===== src/rtl/bypass_pkg.sv =====
// -----------------------------------------------------------------------------
// bypass_pkg
// Shared constants and helpers for the decode-stage bypass/hazard unit.
//   SRC_YOUNGEST : index of the youngest bypass source. Sources are ordered
//                  youngest-first, so the lowest matching index wins.
//   PREG_ZERO    : physical register that always reads as zero.
//   preg_count   : number of scoreboard entries for a given address width.
//   slice_lo     : low bit of element idx in a flattened vector of width-bit
//                  elements (element i lives at [i*W +: W]).
// -----------------------------------------------------------------------------
package bypass_pkg;

   localparam int unsigned SRC_YOUNGEST = 0;
   localparam int unsigned PREG_ZERO    = 0;

   function automatic int unsigned preg_count(input int unsigned addr_width);
      return 1 << addr_width;
   endfunction

   function automatic int unsigned slice_lo(input int unsigned idx,
                                            input int unsigned width);
      return idx * width;
   endfunction

endpackage


===== src/rtl/bypass_port_mux.sv =====
// -----------------------------------------------------------------------------
// bypass_port_mux
// Operand selection and hazard detection for one decode read port.
// Resolution order for an enabled port with a non-zero address:
//   1. youngest matching bypass source (ready -> its data, else hazard)
//   2. same-cycle register-file commit
//   3. pending scoreboard bit -> hazard
//   4. register-file read value
// Ports:
//   en           in   port uses an operand
//   addr         in   physical source register
//   rf_data      in   register-file read value
//   src_wb       in   per-source write enable (NUM_SRCS)
//   src_ready    in   per-source value is final (NUM_SRCS)
//   src_addr     in   flattened per-source destination
//   src_data     in   flattened per-source value
//   commit_valid in   register-file write this cycle
//   commit_addr  in   register being written
//   commit_data  in   value being written
//   pending      in   registered scoreboard, one bit per register
//   override     out  operand for this port (rf_data while hazard is raised)
//   hazard       out  operand cannot be supplied this cycle
// -----------------------------------------------------------------------------
module bypass_port_mux
   import bypass_pkg::*;
#(
   parameter int unsigned DATA_WIDTH      = 32,
   parameter int unsigned PREG_ADDR_WIDTH = 6,
   parameter int unsigned NUM_SRCS        = 3
) (
   input  logic                                    en,
   input  logic [PREG_ADDR_WIDTH-1:0]              addr,
   input  logic [DATA_WIDTH-1:0]                   rf_data,
   input  logic [NUM_SRCS-1:0]                     src_wb,
   input  logic [NUM_SRCS-1:0]                     src_ready,
   input  logic [NUM_SRCS*PREG_ADDR_WIDTH-1:0]     src_addr,
   input  logic [NUM_SRCS*DATA_WIDTH-1:0]          src_data,
   input  logic                                    commit_valid,
   input  logic [PREG_ADDR_WIDTH-1:0]              commit_addr,
   input  logic [DATA_WIDTH-1:0]                   commit_data,
   input  logic [preg_count(PREG_ADDR_WIDTH)-1:0]  pending,
   output logic [DATA_WIDTH-1:0]                   override,
   output logic                                    hazard
);

   logic                  hit;
   logic                  hit_ready;
   logic [DATA_WIDTH-1:0] hit_data;

   // Walk from oldest to youngest so the youngest match overwrites the rest.
   always_comb begin
      hit       = 1'b0;
      hit_ready = 1'b0;
      hit_data  = '0;
      for (int s = NUM_SRCS - 1; s >= int'(SRC_YOUNGEST); s--) begin
         if (src_wb[s] &&
             src_addr[slice_lo(s, PREG_ADDR_WIDTH) +: PREG_ADDR_WIDTH] == addr) begin
            hit       = 1'b1;
            hit_ready = src_ready[s];
            hit_data  = src_data[slice_lo(s, DATA_WIDTH) +: DATA_WIDTH];
         end
      end
   end

   always_comb begin
      override = rf_data;
      hazard   = 1'b0;
      if (en) begin
         if (addr == PREG_ADDR_WIDTH'(PREG_ZERO)) begin
            override = '0;
         end else if (hit) begin
            // A not-yet-ready youngest writer blocks older sources and the RF.
            if (hit_ready) override = hit_data;
            else           hazard   = 1'b1;
         end else if (commit_valid && commit_addr == addr) begin
            override = commit_data;
         end else if (pending[addr]) begin
            hazard = 1'b1;
         end
      end
   end

endmodule


===== src/rtl/bypass_scoreboard.sv =====
// -----------------------------------------------------------------------------
// bypass_scoreboard
// Decode-stage operand bypass and hazard unit. Each read port gets the youngest
// in-flight value for its register; a registered pending bit per register
// tracks writers that cannot yet be forwarded. Any unsatisfiable read raises
// stall.
// Optional feature macro: BYPASS_PERF_EN adds a saturating stall-cycle counter
// with ports perf_clear (in) and perf_stall_cycles (out, 32 bits).
// Ports:
//   clk, rst            clock, synchronous active-high reset
//   rd_en/addr/data     per read port enable, register, RF value (flattened)
//   src_wb/ready/addr/data  per bypass source, index 0 youngest (flattened)
//   issue_valid/wb/addr instruction leaving decode and its destination
//   commit_valid/addr/data  register-file write
//   flush               kill all in-flight writers
//   rd_override         operand per port
//   stall               decode must hold
// -----------------------------------------------------------------------------
module bypass_scoreboard
   import bypass_pkg::*;
#(
   parameter int unsigned DATA_WIDTH      = 32,
   parameter int unsigned PREG_ADDR_WIDTH = 6,
   parameter int unsigned READ_PORTS      = 2,
   parameter int unsigned NUM_SRCS        = 3
) (
   input  logic                                  clk,
   input  logic                                  rst,
   input  logic [READ_PORTS-1:0]                 rd_en,
   input  logic [READ_PORTS*PREG_ADDR_WIDTH-1:0] rd_addr,
   input  logic [READ_PORTS*DATA_WIDTH-1:0]      rd_data,
   input  logic [NUM_SRCS-1:0]                   src_wb,
   input  logic [NUM_SRCS-1:0]                   src_ready,
   input  logic [NUM_SRCS*PREG_ADDR_WIDTH-1:0]   src_addr,
   input  logic [NUM_SRCS*DATA_WIDTH-1:0]        src_data,
   input  logic                                  issue_valid,
   input  logic                                  issue_wb,
   input  logic [PREG_ADDR_WIDTH-1:0]            issue_addr,
   input  logic                                  commit_valid,
   input  logic [PREG_ADDR_WIDTH-1:0]            commit_addr,
   input  logic [DATA_WIDTH-1:0]                 commit_data,
   input  logic                                  flush,
   output logic [READ_PORTS*DATA_WIDTH-1:0]      rd_override,
`ifdef BYPASS_PERF_EN
   input  logic                                  perf_clear,
   output logic [31:0]                           perf_stall_cycles,
`endif
   output logic                                  stall
);

   localparam int unsigned NUM_PREGS = preg_count(PREG_ADDR_WIDTH);
   localparam logic [PREG_ADDR_WIDTH-1:0] ZERO_ADDR = PREG_ADDR_WIDTH'(PREG_ZERO);

   logic [NUM_PREGS-1:0]  pending;
   logic [READ_PORTS-1:0] port_hazard;
   logic                  issue_set;
   logic                  commit_clear;

   for (genvar i = 0; i < READ_PORTS; i++) begin : g_port
      bypass_port_mux #(
         .DATA_WIDTH      (DATA_WIDTH),
         .PREG_ADDR_WIDTH (PREG_ADDR_WIDTH),
         .NUM_SRCS        (NUM_SRCS)
      ) u_mux (
         .en           (rd_en[i]),
         .addr         (rd_addr[slice_lo(i, PREG_ADDR_WIDTH) +: PREG_ADDR_WIDTH]),
         .rf_data      (rd_data[slice_lo(i, DATA_WIDTH) +: DATA_WIDTH]),
         .src_wb       (src_wb),
         .src_ready    (src_ready),
         .src_addr     (src_addr),
         .src_data     (src_data),
         .commit_valid (commit_valid),
         .commit_addr  (commit_addr),
         .commit_data  (commit_data),
         .pending      (pending),
         .override     (rd_override[slice_lo(i, DATA_WIDTH) +: DATA_WIDTH]),
         .hazard       (port_hazard[i])
      );
   end

   assign stall = |port_hazard;

   // A stalled decode has not really issued, so it must not mark its target.
   assign issue_set    = issue_valid && issue_wb && !stall && (issue_addr != ZERO_ADDR);
   assign commit_clear = commit_valid && (commit_addr != ZERO_ADDR);

   // Set is written after clear so a same-address set/clear leaves the bit set.
   always_ff @(posedge clk) begin
      if (rst || flush) begin
         pending <= '0;
      end else begin
         if (commit_clear) pending[commit_addr] <= 1'b0;
         if (issue_set)    pending[issue_addr]  <= 1'b1;
      end
   end

`ifdef BYPASS_PERF_EN
   always_ff @(posedge clk) begin
      if (rst || perf_clear) begin
         perf_stall_cycles <= '0;
      end else if (stall && perf_stall_cycles != 32'hFFFF_FFFF) begin
         perf_stall_cycles <= perf_stall_cycles + 32'd1;
      end
   end
`endif

endmodule

===== config.mk =====
export PLATFORM = sky130hd
export DESIGN_NAME = bypass_scoreboard
export DESIGN_NICKNAME = d
export VERILOG_FILES = /design/src/rtl/bypass_pkg.sv /design/src/rtl/bypass_port_mux.sv /design/src/rtl/bypass_scoreboard.sv
export SDC_FILE = /design/constraint.sdc
export NUM_CORES = 1
export LEC_CHECK = 0
export CAP_MARGIN = 20
export CORE_ASPECT_RATIO = 0.5
export CORE_UTILIZATION = 42
export DETAILED_ROUTE_END_ITERATION = 10
export PLACE_DENSITY_LB_ADDON = 0.12
export SETUP_SLACK_MARGIN = 0.3
export SYNTH_ARGS = -nofsm -noshare
export SYNTH_HDL_FRONTEND = slang
export SYNTH_SLANG_ARGS = --single-unit
export TNS_END_PERCENT = 30

===== constraint.sdc =====
create_clock -name clk -period 3.42 [get_ports clk]
set_input_delay 0.684 -clock clk [delete_from_list [all_inputs] [get_ports clk]]
set_output_delay 0.684 -clock clk [all_outputs]
set_load 0.01 [all_outputs]

Word-level counts from Yosys, hierarchy flattened
Cells that the tools add are included.
{ "word_totals": {"ff_bits": 64, "inputBits": 248, "out_inout_bits": 65, "word_cells": 90} }
{ "classes": {"n_lt_le_gt_ge": 6, "n_eq_ne": 8, "muxes": 51, "bitwise": 3, "n_reduce_logical": 21} }
{ "ops": {"columns": ["operator", "n"], "rows": [
  ["$mux W32", 16],
  ["$mux W64", 3],
  ["$and A64 B64 Y64", 1],
  ["$not A64 Y64", 1],
  ["$or A64 B64 Y64", 1],
  ["$eq A6 B6 Y1", 8],
  ["$lt A6 B7 Y1 const B", 4],
  ["$mux W1", 28],
  ["$logic_and A1 B1 Y1", 14],
  ["$bmux W1 S6", 2],
  ["$demux W1 S6", 2],
  ["$ge A6 B1 Y1 const B", 2],
  ["$logic_not A6 Y1", 2],
  ["$reduce_bool A6 Y1", 2],
  ["$reduce_or A2 Y1", 1],
  ["$logic_not A1 Y1", 1],
  ["$logic_or A1 B1 Y1", 1]
]} }

Depth between registers and ports, before layout
{ "logic_depth": {"depth_word": 14, "depth_mapped": 11, "ltp_nobuf": 7} }

Cells and area by module
A second synthesis with hierarchy kept.
{ "unflattened": {"hier_cells": 963, "area_unflattened_um2": 8535.7} }
{ "modules_own_cells": {"columns": ["mod", "instances", "cells_per_inst", "area_each_um2", "seq_area_each_um2"], "rows": [
  ["bypass_port_mux at g_port[1].u_mux", 1, 331, 2911.5, 0.0],
  ["bypass_port_mux at g_port[0].u_mux", 1, 352, 2900.3, 0.0],
  ["bypass_scoreboard", 1, 280, 2723.9, 1281.2]
]} }

Worst setup path before layout
OpenSTA, ideal clock, no wires.
{ "synth_timing": {"kind": "input port to output port", "from": "input rd_addr[0]", "to": "output rd_override[23]", "t_arrival_ns": 2.740, "required_time_ns": 2.736, "path_slack_ns": -0.004, "stages": 8, "path_buffers": 2, "path_cell_list": "buf_2 -> xor2_1 -> or4_1 -> o311ai_0 -> o21ai_1 -> clkbuf_1 -> o31ai_1 -> o2bb2ai_1"} }
{ "synth_via": {"elab_chain_len": 9, "elab_cells_between_ends": 23, "classes_between": "eq/ne: 4; mux: 14; reduce/logical: 5"} }
{ "synth_rtl": {"columns": ["item", "line", "source"], "rows": [
  ["start: declaration", "bypass_scoreboard.sv:30", "input logic [READ_PORTS*PREG_ADDR_WIDTH-1:0] rd_addr,"],
  ["$eq A6 B6 Y1", "bypass_port_mux.sv:57", "src_addr[slice_lo(s, PREG_ADDR_WIDTH) +: PREG_ADDR_WIDTH] == addr) begin"],
  ["$logic_and A1 B1 Y1", "bypass_port_mux.sv:56", "if (src_wb[s] &&"],
  ["$mux W32 / $mux W1 (equally long branches) (3 in series)", "bypass_port_mux.sv:56", null],
  ["$mux W32", "bypass_port_mux.sv:73", "if (hit_ready) override = hit_data;"],
  ["$mux W32", "bypass_port_mux.sv:71", "end else if (hit) begin"],
  ["$mux W32 (*)", "bypass_port_mux.sv:69", "if (addr == PREG_ADDR_WIDTH'(PREG_ZERO)) begin"],
  ["$mux W32 (*)", "bypass_port_mux.sv:68", "if (en) begin"],
  ["end: declaration", "bypass_scoreboard.sv:43", "output logic [READ_PORTS*DATA_WIDTH-1:0] rd_override,"]
]} }
Every way passes the cells marked *; elsewhere a longest branch is shown, timed or not.

Worst setup path in the final report
{ "layout_timing": {"from": "input src_addr[12]", "to": "output rd_override[26]"} }
{ "layout_via": {"elab_chain_len": 9, "elab_cells_between_ends": 15, "classes_between": "eq/ne: 1; mux: 13; reduce/logical: 1"} }
{ "layout_rtl": {"columns": ["item", "line", "source"], "rows": [
  ["start: declaration", "bypass_scoreboard.sv:34", "input logic [NUM_SRCS*PREG_ADDR_WIDTH-1:0] src_addr,"],
  ["$eq A6 B6 Y1 (*)", "bypass_port_mux.sv:57", null],
  ["$logic_and A1 B1 Y1 (*)", "bypass_port_mux.sv:56", null],
  ["$mux W32 / $mux W1 (equally long branches) (3 in series)", "bypass_port_mux.sv:56", null],
  ["$mux W32", "bypass_port_mux.sv:73", null],
  ["$mux W32 (*)", "bypass_port_mux.sv:71", null],
  ["$mux W32 (*)", "bypass_port_mux.sv:69", null],
  ["$mux W32 (*)", "bypass_port_mux.sv:68", null]
]} }
Marks and branches as above.

==> run summary <==
The initial antenna violation count is 2. The required time of the critical path was 2740 ps; the proportion of register bits with asynchronous set or reset after synthesis was 0%. Setup repair after global routing could not meet its margin everywhere. The number of max-cap violations was 0; the transition at the pin with the smallest max-transition slack was 824.3 ps. In this run the vertical extent of the chip is 102.8 um. The Yosys step of the flow raised 0 warnings.

The maximum level of the CTS H-tree was 3; the worst max-slew margin expressed relative to the limit was 44.57%. The critical path is of the input pin to output port type. The type of element capturing the critical path was an output port.

The clock passes through at most 2 buffers. The endpoint identified for the worst register-to-register timing path is pending[40]$_SDFF_PP0_. The worst-case IR drop observed on VDD is 369.1 uV. After clock tree synthesis, the clock-pin slew on the worst setup and hold paths is 60 ps. The count of nets left with antenna violations once routing finished came out at 0. For this run, the post-layout net count is 1855.

The critical-path maximum fanout is 8, and the total of endpoints with negative setup slack in the final report is 56. The x dimension of the die is 203.7 um. Static timing analysis puts the maximum clock frequency at 272.7 MHz. At the later pin of the worst-skew pair, clock insertion delay measures 340 ps. After detailed routing, the number of remaining DRC violations is 0. The number of buffers created by CTS was 9; the depth of the most critical reg-to-reg path was 8. The total overflow left after global routing is 0. Synthesis instantiated 56 different standard cells from the library. The count of buffers added on input and output ports is 312.

TritonCTS built the clock tree. Counting flops per register, the top entry is pending. The proportion of layout cells with a drive suffix above 1 is 38.30%, and the number of clock sinks seen by CTS is 64. The core region is 0.01968 mm^2. In the routed layout, each cell is associated on average with a via count of 6.666. When the netlist entered floorplanning its net count stood at 1397.

The floorplan step defined a die boundary enclosing 0.02094 mm^2. Summing all flip-flop and latch instances after layout gives 0.001281 mm^2. The flow ran to the end, but the final reports show violations.

The number of failing hold endpoints at the final stage is 0, and the count of fill cells added during filler insertion is 1167. In the final routed layout, each cell accounts on average for 25.87 um. The count of state elements after synthesis is 64, and the pin count of the biggest net entering global routing is 69.

The path with the worst hold slack has its endpoint at pending[0]$_SDFF_PP0_. The worst hold path begins at pending[0]$_SDFF_PP0_. 313 I/O pins were placed. Once detailed placement completed, the half-perimeter wirelength came to 29.70 mm. The via count of the first global-routing pass was 11.73k; the signed area change from the synthesized netlist to the final layout was 88.30%.

The worst hold slack was 496.0 ps; the weighted congestion at the end of routability-driven global placement was 0.9965. The worst setup path is launched from an input pin. The worst slack at placement came out at -959.3 ps. The global routing usage summed across all routing layers is 41.52%. The primary flip-flop cell chosen by synthesis mapping is sky130_fd_sc_hd__dfxtp_1.

The number of cells on the worst hold path is 1. In the final layout, the registers with the most flip-flops are pending (64). Dividing the synthesized area by the synthesized cell count gives 7.433 um^2. The cell sitting at the root of the clock tree is a sky130_fd_sc_hd__clkbuf_16. The startpoint identified for the worst register-to-register timing path is pending[26]$_SDFF_PP0_. The setup slack of the critical path after layout was -246.7 ps. The ratio of final minimum period to clock period is 107.2%, and the shortest clock period the worst path allows after layout is 3667 ps. After technology mapping, the gate count stands at 1149.

The first routing iteration left 1301 violations. In the final layout, the multi-input gates occupy 0.008049 mm^2. The register-to-register path setup slack was 770 ps; the reported leakage power was 5.894 nW.

Summing internal, switching and leakage power gives 3.034 mW. Summing the sequential cell areas from Yosys gives 15.00% of the chip area. The number of flip-flops under the largest register name was 64; the starting density of the core was 43.39%. In this run the core area contains 36 standard-cell rows. The tools report the global-route wire length before repair as 66.83 mm.

The worst min-delay path category was register to register. The clock tree skew after final layout is 6.516 ps, and the count of vias placed by the detailed router is 12.52k. The synthesized design contains 0 enable-type register cells. The first TritonRoute pass finished after 9 iterations. The data arrival time of the critical path came out at 2980 ps.

After detailed placement, the design holds a cell count of 1756. The synthesized area is 0.008541 mm^2, and the post-layout instance count excluding filler cells is 1878. The final reports fail on setup timing.

The run gives 0 as the number of pins with negative max-slew slack in the final report. For this design the ratio of total power to cell area is 188.7 mW/mm^2. The run gives 48.59 mm as the wire length after detailed routing.
## cells in the final DEF, fill, tap and decap left out, types with 9 or more instances in the layout
master                            count
sky130_fd_sc_hd__a221oi_1            10
sky130_fd_sc_hd__a221oi_2            19
sky130_fd_sc_hd__buf_4              133
sky130_fd_sc_hd__a31oi_1             24
sky130_fd_sc_hd__buf_2               60
sky130_fd_sc_hd__mux4_2              24
sky130_fd_sc_hd__o221ai_2            13
sky130_fd_sc_hd__nor2_1              76
sky130_fd_sc_hd__nand4_1             12
sky130_fd_sc_hd__a21boi_2            14
sky130_fd_sc_hd__xnor2_1             12
sky130_fd_sc_hd__a21oi_2             21
sky130_fd_sc_hd__o41ai_1             25
sky130_fd_sc_hd__buf_12              36
sky130_fd_sc_hd__nand3_1             74
sky130_fd_sc_hd__o221ai_1            18
sky130_fd_sc_hd__o31ai_4             29
sky130_fd_sc_hd__xor2_1              11
sky130_fd_sc_hd__buf_6               76
sky130_fd_sc_hd__nand2_1             60
sky130_fd_sc_hd__a21oi_1             36
sky130_fd_sc_hd__o2bb2ai_1           10
sky130_fd_sc_hd__clkdlybuf4s15_1     12
sky130_fd_sc_hd__xnor2_2             17
sky130_fd_sc_hd__buf_16              16
sky130_fd_sc_hd__dfxtp_1             64
sky130_fd_sc_hd__a21boi_0             9
sky130_fd_sc_hd__clkbuf_16           11
sky130_fd_sc_hd__inv_1               68
sky130_fd_sc_hd__o21ai_0             43
sky130_fd_sc_hd__o2bb2ai_2           22
sky130_fd_sc_hd__mux2_2              16
sky130_fd_sc_hd__o211ai_1            62
sky130_fd_sc_hd__clkdlybuf4s50_1    206
sky130_fd_sc_hd__o21ai_1             20
sky130_fd_sc_hd__buf_8               16
sky130_fd_sc_hd__mux2i_1             70
sky130_fd_sc_hd__a21boi_1             9
## cell usage after synthesis, types with 4 or more instances
| cell type | number | area [um^2] |
|---|---|---|
| sky130_fd_sc_hd__buf_4 | 7 | 52.55 |
| sky130_fd_sc_hd__inv_1 | 68 | 255.2 |
| sky130_fd_sc_hd__dfxtp_1 | 64 | 1281 |
| sky130_fd_sc_hd__buf_1 | 6 | 22.52 |
| sky130_fd_sc_hd__buf_6 | 9 | 101.4 |
| sky130_fd_sc_hd__a22oi_1 | 8 | 60.06 |
| sky130_fd_sc_hd__nand2_1 | 61 | 229.0 |
| sky130_fd_sc_hd__xnor2_1 | 32 | 280.3 |
| sky130_fd_sc_hd__mux4_2 | 24 | 540.5 |
| sky130_fd_sc_hd__o31ai_1 | 35 | 262.8 |
| sky130_fd_sc_hd__buf_2 | 19 | 95.09 |
| sky130_fd_sc_hd__nand3_1 | 82 | 410.4 |
| sky130_fd_sc_hd__nor2_1 | 85 | 319.1 |
| sky130_fd_sc_hd__o2bb2ai_1 | 32 | 280.3 |
| sky130_fd_sc_hd__mux2_2 | 16 | 180.2 |
| sky130_fd_sc_hd__a221oi_1 | 32 | 280.3 |
| sky130_fd_sc_hd__o221ai_1 | 32 | 280.3 |
| sky130_fd_sc_hd__a31oi_1 | 32 | 200.2 |
| sky130_fd_sc_hd__o211ai_1 | 62 | 465.5 |
| sky130_fd_sc_hd__nand4b_1 | 4 | 35.03 |
| sky130_fd_sc_hd__clkbuf_1 | 82 | 307.8 |
| sky130_fd_sc_hd__nor2b_1 | 7 | 43.79 |
| sky130_fd_sc_hd__o21ai_0 | 62 | 310.3 |
| sky130_fd_sc_hd__nor3_1 | 12 | 60.06 |
| sky130_fd_sc_hd__nand2b_1 | 8 | 50.05 |
| sky130_fd_sc_hd__mux2i_1 | 76 | 760.7 |
| sky130_fd_sc_hd__nand4_1 | 12 | 75.07 |
| sky130_fd_sc_hd__o41ai_1 | 27 | 236.5 |
| sky130_fd_sc_hd__a21boi_0 | 32 | 240.2 |
| sky130_fd_sc_hd__xor2_1 | 16 | 140.1 |
| sky130_fd_sc_hd__a21oi_1 | 64 | 320.3 |
## repair_timing
| item | CTS | global route |
|---|---|---|
| hold buffers | 0 | 0 |
| gates resized for setup | 572 | 159 |
| endpoints found under the hold margin | 0 | 0 |
| gates cloned | 17 | 2 |
| pin swaps | 76 | 59 |
| buffers inserted | 60 | 26 |
| endpoints found under the setup margin | 127 | 127 |
## worst max-delay path: stages
cell	delay [ps]
sky130_fd_sc_hd__buf_8	110
sky130_fd_sc_hd__xor2_2	180
sky130_fd_sc_hd__or4_4	570
sky130_fd_sc_hd__o311ai_4	280
sky130_fd_sc_hd__o21ai_4	200
sky130_fd_sc_hd__buf_6	170
sky130_fd_sc_hd__buf_6	110
sky130_fd_sc_hd__buf_16	140
sky130_fd_sc_hd__o31ai_4	260
sky130_fd_sc_hd__o2bb2ai_2	130
sky130_fd_sc_hd__buf_2	140
## per-layer routing
| metal | share of wire (%) | global-route usage, % |
|---|---|---|
| met1 | 36 | 49.46 |
| met2 | 47 | 72.71 |
| met3 | 9.9 | 7.585 |
| met4 | 7.3 | 21.52 |
| met5 | 0 | 0 |
## metrics by stage
step / util [%] / area (um^2) / TNS, ps
CTS: 77.59 / 15270 / -8192
finish: 81.70 / 16080 / -7246
global placement: 68.21 / 13430 / -72920
floorplan: - / 9228 / 0
detailed placement: 68.21 / 13430 / -79690
global route: 81.69 / 16080 / -9518
## how the worst max path moves through the flow
stage | from | endpoint | depth (start not counted) | slack, ps
after global placement | rd_addr[2] | rd_override[23] | 10 | -930
final | src_addr[12] | rd_override[26] | 11 | -250
after detailed placement | rd_addr[0] | rd_override[24] | 9 | -960
after CTS | rd_addr[4] | rd_override[21] | 12 | -370
after floorplan | rd_addr[10] | stall | 9 | 110
after global routing | src_addr[12] | rd_override[26] | 11 | -260
## kinds of logic (layout without fill, tap and decap cells)
family | count (synthesis) | in the layout | share of synthesized area, %
compound gates | 436 | 436 | 36.61
flops | 64 | 64 | 15.00
buf+inv | 191 | 653 | 9.771
other cells | 0 | 1 | 0
mux | 116 | 116 | 17.35
simple gates | 294 | 294 | 16.35
xor+xnor | 48 | 48 | 4.922
## final cells by class
cell class / instances / area share (%)
Inverter: 68 / 1.587
Tap cell: 266 / 2.070
Timing Repair Buffer: 570 / 36.61
Clock inverter: 4 / 0.1245
Antenna cell: 1 / 0.01556
Clock buffer: 11 / 1.572
Multi-Input combinational cell: 894 / 50.05
Sequential cell: 64 / 7.967
## where the power goes
group          switching [mW]  internal (mW)
logic                   0.709          0.725
registers            0.000776          0.747
clock network           0.333          0.520
total                    1.04           1.99
Note: power is estimated with default switching activity, not from simulation.
